==> src/rtl/mem_loader.sv <==
// mem_loader: bulk-loads a stream of 16-bit words into consecutive addresses
// of the nandgame-core memory/register block through its x/write port.
// Each word is written as two steps: load A with the address, then write M
// (mem[A]) with the data. The D register is never touched.
//
// Optional feature macro: MEM_LOADER_VERIFY_EN
//   When defined, every word is read back through a_mem_reg after it is
//   written. The first mismatch sets the sticky error flag, records the
//   address in err_addr and ends the load early.
//   When undefined, a_mem_reg is ignored and error/err_addr stay 0.

module mem_loader #(
  parameter int MEM_SIZE = 65536
) (
  input  logic        clk,
  input  logic        rst,
  input  logic        start,
  input  logic [15:0] base_addr,
  input  logic [15:0] length,
  input  logic        s_valid,
  input  logic [15:0] s_data,
  output logic        s_ready,
  output logic [15:0] x,
  output logic [2:0]  write,
  input  logic [15:0] a_mem_reg,
  output logic        busy,
  output logic        done,
  output logic        error,
  output logic [15:0] err_addr
);

  // MEM_SIZE is a power of two, so the wrap is a plain mask.
  localparam logic [15:0] ADDR_MASK = 16'(MEM_SIZE - 1);

  typedef enum logic [2:0] {
    IDLE      = 3'd0,
    SET_A     = 3'd1,
    WAIT_DATA = 3'd2,
    WR_M      = 3'd3,
    CHK_WAIT  = 3'd4,
    CHK       = 3'd5,
    DONE      = 3'd6
  } state_t;

  state_t      state_r;
  logic [15:0] addr_r;
  logic [15:0] data_r;
  logic [15:0] cnt_r;
  logic        s_ready_r;
  logic        busy_r;
  logic        done_r;
  logic        error_r;
  logic [15:0] err_addr_r;
  logic [15:0] x_s;
  logic [2:0]  write_s;

  // Next address, wrapping modulo MEM_SIZE.
  function automatic logic [15:0] addr_inc(input logic [15:0] a);
    return (a + 16'd1) & ADDR_MASK;
  endfunction

  // Previous address, wrapping modulo MEM_SIZE (recovers the address just written).
  function automatic logic [15:0] addr_dec(input logic [15:0] a);
    return (a - 16'd1) & ADDR_MASK;
  endfunction

  // Load sequencer: state, address/count/data registers and registered status outputs.
  always_ff @(posedge clk) begin
    if (rst) begin
      state_r    <= IDLE;
      addr_r     <= 16'h0000;
      data_r     <= 16'h0000;
      cnt_r      <= 16'h0000;
      s_ready_r  <= 1'b0;
      busy_r     <= 1'b0;
      done_r     <= 1'b0;
      error_r    <= 1'b0;
      err_addr_r <= 16'h0000;
    end else begin
      // Defaults: pulses drop, busy holds; individual states override.
      s_ready_r <= 1'b0;
      done_r    <= 1'b0;
      busy_r    <= 1'b1;
      case (state_r)
        IDLE: begin
          if (start) begin
            addr_r     <= base_addr & ADDR_MASK;
            cnt_r      <= length;
            error_r    <= 1'b0;
            err_addr_r <= 16'h0000;
            if (length == 16'd0) begin
              state_r <= DONE;
              done_r  <= 1'b1;
            end else begin
              state_r <= SET_A;
            end
          end else begin
            busy_r <= 1'b0;
          end
        end
        SET_A: begin
          state_r   <= WAIT_DATA;
          s_ready_r <= 1'b1;
        end
        WAIT_DATA: begin
          if (s_valid) begin
            data_r  <= s_data;
            state_r <= WR_M;
          end else begin
            // No timeout: the stream may stall indefinitely.
            s_ready_r <= 1'b1;
          end
        end
        WR_M: begin
          addr_r <= addr_inc(addr_r);
          cnt_r  <= cnt_r - 16'd1;
`ifdef MEM_LOADER_VERIFY_EN
          state_r <= CHK_WAIT;
`else
          if (cnt_r == 16'd1) begin
            state_r <= DONE;
            done_r  <= 1'b1;
          end else begin
            state_r <= SET_A;
          end
`endif
        end
`ifdef MEM_LOADER_VERIFY_EN
        CHK_WAIT: begin
          // a_mem_reg settles to the freshly written mem[A] during this cycle.
          state_r <= CHK;
        end
        CHK: begin
          if (a_mem_reg != data_r) begin
            error_r    <= 1'b1;
            err_addr_r <= addr_dec(addr_r);
            state_r    <= DONE;
            done_r     <= 1'b1;
          end else if (cnt_r == 16'd0) begin
            state_r <= DONE;
            done_r  <= 1'b1;
          end else begin
            state_r <= SET_A;
          end
        end
`endif
        DONE: begin
          state_r <= IDLE;
          busy_r  <= 1'b0;
        end
        default: begin
          state_r <= IDLE;
          busy_r  <= 1'b0;
        end
      endcase
    end
  end

  // Memory-port decode; write is forced idle while rst is high so a reset
  // landing mid-load cannot complete a half-finished write.
  always_comb begin
    x_s     = 16'h0000;
    write_s = 3'b000;
    if (rst) begin
      x_s     = 16'h0000;
      write_s = 3'b000;
    end else begin
      case (state_r)
        SET_A: begin
          x_s     = addr_r;
          write_s = 3'b100;
        end
        WR_M: begin
          x_s     = data_r;
          write_s = 3'b001;
        end
        default: begin
          x_s     = 16'h0000;
          write_s = 3'b000;
        end
      endcase
    end
  end

`ifndef MEM_LOADER_VERIFY_EN
  // Read-back port has no consumer without the verify feature.
  logic unused_s;
  assign unused_s = ^a_mem_reg;
`endif

  assign s_ready  = s_ready_r;
  assign busy     = busy_r;
  assign done     = done_r;
  assign error    = error_r;
  assign err_addr = err_addr_r;
  assign x        = x_s;
  assign write    = write_s;

endmodule
==> config.mk <==
export PLATFORM = sky130hd
export DESIGN_NAME = mem_loader
export DESIGN_NICKNAME = d
export VERILOG_FILES = /design/src/rtl/mem_loader.sv
export SDC_FILE = /design/constraint.sdc
export NUM_CORES = 1
export LEC_CHECK = 0
export ABC_AREA = 0
export BUFFER_PORTS_ARGS = -buffer_cell sky130_fd_sc_hd__buf_2
export CAP_MARGIN = 20
export CORE_MARGIN = 2
export CORE_UTILIZATION = 33
export CTS_BUF_LIST = sky130_fd_sc_hd__clkbuf_8
export CTS_CLUSTER_SIZE = 30
export DETAILED_ROUTE_END_ITERATION = 16
export RECOVER_POWER = 50
export SKIP_CTS_REPAIR_TIMING = 1
export SYNTH_ARGS = -nofsm -noshare
export SYNTH_HDL_FRONTEND = slang
export SYNTH_SLANG_ARGS = --single-unit
export TNS_END_PERCENT = 20
==> constraint.sdc <==
create_clock -name clk -period 5.31 [get_ports clk]
set_input_delay 0.531 -clock clk [delete_from_list [all_inputs] [get_ports clk]]
set_output_delay 0.531 -clock clk [all_outputs]
set_load 0.005 [all_outputs]
## After elaboration in Yosys (flattened, before gate mapping)

Cells that the tools add are included.

| operators by class | value |
|---|---|
| add/subtract/negate cells | 2 |
| eq/ne operators | 6 |
| multiplexer cells | 21 |
| reduce and logical (&&, ||, !) cells | 7 |

Operator list:

| cell | count |
|---|---|
| one-hot mux 16 bit (2 select lines) | 3 |
| 2-to-1 mux 16 bit | 3 |
| adder 16 x 1 -> 16 bit (second input constant) | 1 |
| == test 16 x 1 -> 1 bit (second input constant) | 1 |
| logical NOT 16 bit | 1 |
| subtractor 16 x 1 -> 16 bit (second input constant) | 1 |
| 2-to-1 mux 3 bit | 5 |
| one-hot mux 3 bit (4 select lines) | 1 |
| == test 3 x 2 -> 1 bit (second input constant) | 2 |
| one-hot mux 1 bit (2 select lines) | 3 |
| one-hot mux 3 bit (2 select lines) | 1 |
| AND reduction 2 bit | 3 |
| 2-to-1 mux 1 bit | 5 |
| != test 2 bit (second input constant) | 2 |
| == test 3 x 1 -> 1 bit (second input constant) | 1 |
| logical NOT 3 bit | 1 |
| OR reduction 3 bit | 1 |
| nonzero test 2 bit | 1 |

| storage, ports and cells | value |
|---|---|
| register bits after elaboration | 54 |
| input bits | 68 |
| logic and storage cells | 43 |

## Longest topological paths before layout

| logic depth | value |
|---|---|
| depth after elaboration | 4 |
| depth in mapped cells | 8 |
| depth with buffers taken out | 6 |

## Worst setup path after synthesis

No wires, ideal clock.

| timing path | value |
|---|---|
| path kind | register -> output |
| start point | register state_r[2] |
| end point | output x[10] |
| data arrival time | 1.510 ns |
| data required time | 4.779 ns |
| slack | 3.269 ns |
| cell stages (with the launch flop) | 6 |
| path buffers | 2 |
| path through | dfxtp_1 -> buf_2 -> nand3b_1 -> nor2_2 -> buf_2 -> a22o_1 |

| on the way | value |
|---|---|
| cells in the longest elaborated chain, start to end | 3 |
| elaborated cells between the ends (all ways) | 4 |
| classes of those cells | eq/ne (2); mux (2) |

Ends and longest elaborated chain:

| item | RTL line | source |
|---|---|---|
| start, declared | 45 | `state_t state_r;` |
| start signal, assigned | 70 | `state_r <= IDLE;` |
| start signal, assigned | 92 | `state_r <= DONE;` |
| start signal, assigned | 95 | `state_r <= SET_A;` |
| == test 3 x 2 -> 1 bit or == test 3 x 1 -> 1 bit (tied branches) | 168 | `case (state_r)` |
| one-hot mux 16 bit (2 select lines) (*) | 168 |  |
| 2-to-1 mux 16 bit (*) | 164 | `if (rst) begin` |
| end, declared | 23 | `output logic [15:0] x,` |

Every way passes the cells marked *; elsewhere a longest branch is shown, timed or not.

## Worst setup path in the final report

| timing path | value |
|---|---|
| start point | input rst |
| end point | output x[6] |

| on the way | value |
|---|---|
| cells in the longest elaborated chain, start to end | 1 |

Ends and longest elaborated chain:

| item | RTL line | source |
|---|---|---|
| start, declared | 16 | `input logic rst,` |
| 2-to-1 mux 16 bit | 164 |  |

Every way passes these cells.

==> flow_summary.json <==
{
  "clk_pin_slew_ns": 0.10,
  "drc_errors": 0,
  "num_rows": 35,
  "htreeDepth": 2,
  "initial_utilization": 0.344,
  "hold_class": "in2reg",
  "ys_seq_area_frac": 0.337,
  "grt.total_usage": 0.177,
  "wl_um": 9340,
  "rrSetupSlack_ns": 2.66,
  "violations": "capacitance limit, slew limit",
  "synth_top_family_by_area": "compound AO/OA/AOI/OAI gates",
  "finalNonFillerCells": 587,
  "crit_type": "in2out",
  "cp_top_family": "buffers and inverters",
  "worst_slack_ns": 1.80,
  "yosys-top-cells-count": "54 x dfxtp_1, 49 x nand2_1, 37 x a21oi_1",
  "critical_path_required_ns": 4.78,
  "synth_compound_area_frac": 0.275,
  "io_buffers": 72,
  "yosys.area_share.simple": 0.261,
  "grt_overflow_total": 0,
  "area_growth_pct": 12.7,
  "slew_headroom": -0.178,
  "dr.pass1.iters": 5,
  "ys_ff_latch": 54,
  "viasPerCell": 5.45,
  "cts_made_buffers": 5,
  "r2r_start": "state_r[1]",
  "rsz0062_at_grt": "no",
  "critPathMaxStageDelay_ns": 1.14,
  "worst_pin_slew_ns": 1.75,
  "cp-start-kind": "primary input",
  "worst-path-buf-inv": 2,
  "p_leak_nw": 1.36,
  "p_per_area_mw_per_mm2": 290,
  "antenna_found_initial": 0,
  "synthMuxAreaShare": 0.00312,
  "peakVddDrop_mv": 0.125,
  "vias": 3202,
  "num_io_pins": 107,
  "path_depth": 4,
  "insertedDiodeCount": 0,
  "final_nets": 528,
  "finalHoldViolCount": 0,
  "grt_pass1_vias": 2933,
  "synthXorXnorAreaFrac": 0.0109,
  "drv_slew": 52,
  "drtIter0Drc": 213,
  "syn_area_per_cell_um2": 7.87,
  "synth_top_area_frac": 0.337,
  "worstPathArrival_ns": 2.98,
  "cts_tree": "yes",
  "ant_nets": 0,
  "fin_worst_skew_ns": 0.0161,
  "die_area_mm2": 0.0105,
  "cts_root_buf": "clkbuf_8",
  "holdCritStartpoint": "s_data[12]",
  "synth_area_leaders": "dfxtp_1 34%, a21oi_1 5.8%, nand2_1 5.7%, a22o_1 4.4%, buf_4 4.2%",
  "yosysWarnings": 0,
  "routedWlPerCell_um": 15.9,
  "finalCriticalPeriod_ns": 3.51,
  "yosys.cell_count.top_type": "dfxtp_1",
  "place.detailed.hpwl_um": 6560,
  "synth-edff-count": 0,
  "worst_path_max_delay_cell": "clkbuf_1",
  "chipWidth_um": 103,
  "core_area_mm2": 0.00933,
  "insertion_delay_ns": 0.32,
  "synthArstFlopShare": 0,
  "whs_endpoint": "data_r[12]",
  "drive_above_1_share": 0.199,
  "worst-path-max-fanout": 34,
  "netlist_area_mm2": 0.00320,
  "synth_largest_area_cell": "dfxtp_1",
  "syn_inst": 407,
  "synth_cell_type_count": 65,
  "fin_setup_tns_ns": 0,
  "clock_path_buffers": 2,
  "path_cells": "clkbuf_1, nor2_1, a22o_1, buf_2",
  "fmax_ghz": 0.285,
  "reg2reg_depth": 4,
  "pre_cts_slack_ns": 2.59,
  "min_path_cells": 3,
  "grt_pass1_wl_um": 14700,
  "grt_max_degree": 47,
  "reg2reg_to": "data_r[11]",
  "dp.cells": 579,
  "die_h_um": 103,
  "setup_viol": 0,
  "gp_congestion": 0.828,
  "synthAdderAreaFrac": 0.0117,
  "clock_sinks": 54,
  "end_kind": "output pin",
  "run_status": "finished, violations left",
  "ys.flop_type": "dfxtp_1",
  "fin_crit_sh": 0.661,
  "cap_viol_max_count": 2
}
per-layer routing:
layer | vias up | wire [um] | GRT usage
li1 | 1584 | - | -
met1 | 1507 | 4390 | 0.260
met2 | 105 | 4270 | 0.274
met3 | 6 | 594 | 0.0264
met4 | 0 | 79 | 0.0390
met5 | - | 0 | 0
state kept, by name, indices dropped and copies added, names as in the netlist:
name,count
addr_r,16
data_r,16
state_r,3
done,1
busy,1
s_ready,1
cnt_r,16
tightest hold or removal path, delay by kind of cell:
kind,cells,cell delay (ns)
AOI/OAI and AO/OA,1,0.05
and+or+nand+nor,1,0.04
buffers and inverters,1,0.09
worst max path at each step:
stage / startpoint / to / slack, ns
floorplan: state_r[2] / x[10] / 3.27
global placement: state_r[1] / x[11] / 2.54
detailed placement: state_r[1] / x[11] / 2.59
CTS: state_r[1] / x[11] / 2.24
global route: rst / x[11] / 1.63
finish: rst / x[6] / 1.80
layout make-up:
cell class	instances	area (um2)
fillers	989	5720
multi-input cells	310	1850
flip-flops and latches	54	1080
repair buffers	76	383
well taps	129	161
clock buffers	6	82.6
inverters	10	37.5
clock inverters	2	12.5
metrics by stage:
stage / util / power [mW] / hold WS (ns) / cell area (um2)
5_1_grt: 0.387 / 1.12 / 0.427 / 3610
6_report: 0.387 / 1.05 / 0.439 / 3610
2_1_floorplan: - / 0.729 / 0.437 / 3270
3_5_place_dp: 0.380 / 0.808 / 0.447 / 3540
3_3_place_gp: 0.380 / 0.802 / 0.442 / 3540
4_1_cts: 0.390 / 1.06 / 0.439 / 3640
kinds of logic (layout without fill, tap and decap cells):
kind of cell / after synthesis / in the layout
AND/OR/NAND/NOR: 157 / 157
AO/OA/AOI/OAI: 127 / 127
buffers and inverters: 60 / 94
flip-flops: 54 / 54
XOR/XNOR: 4 / 4
adder cells (fa/ha/maj): 3 / 3
other: 1 / 18
multiplexers: 1 / 1
cells in the final DEF, fill, tap and decap left out, types with 3 or more instances in the layout:
cell        n
clkbuf_1    4
nor3_1     12
conb_1     18
nor2_1     26
xnor2_1     3
nor4_1     12
o32ai_1     5
a211oi_1   10
a31oi_1     7
a21oi_1    37
ha_1        3
nand2_1    50
a22oi_1     7
nor3b_1     4
clkbuf_8    6
o2bb2ai_1   4
a22o_1     16
nand3_1    12
nand3b_1    4
buf_2      69
nand4_1     7
a31o_2      5
and3_1      3
dfxtp_1    54
o21ai_0    12
or4b_1      3
inv_1      10
buf_4       3
or4_1       5
nand2b_1    3
where the power goes:
part	switching (mW)	total, mW	internal [mW]
Sequential	0.0629	0.511	0.448
Combinational	0.172	0.286	0.113
Clock	0.146	0.251	0.105
(Power assumes the default switching activity.)
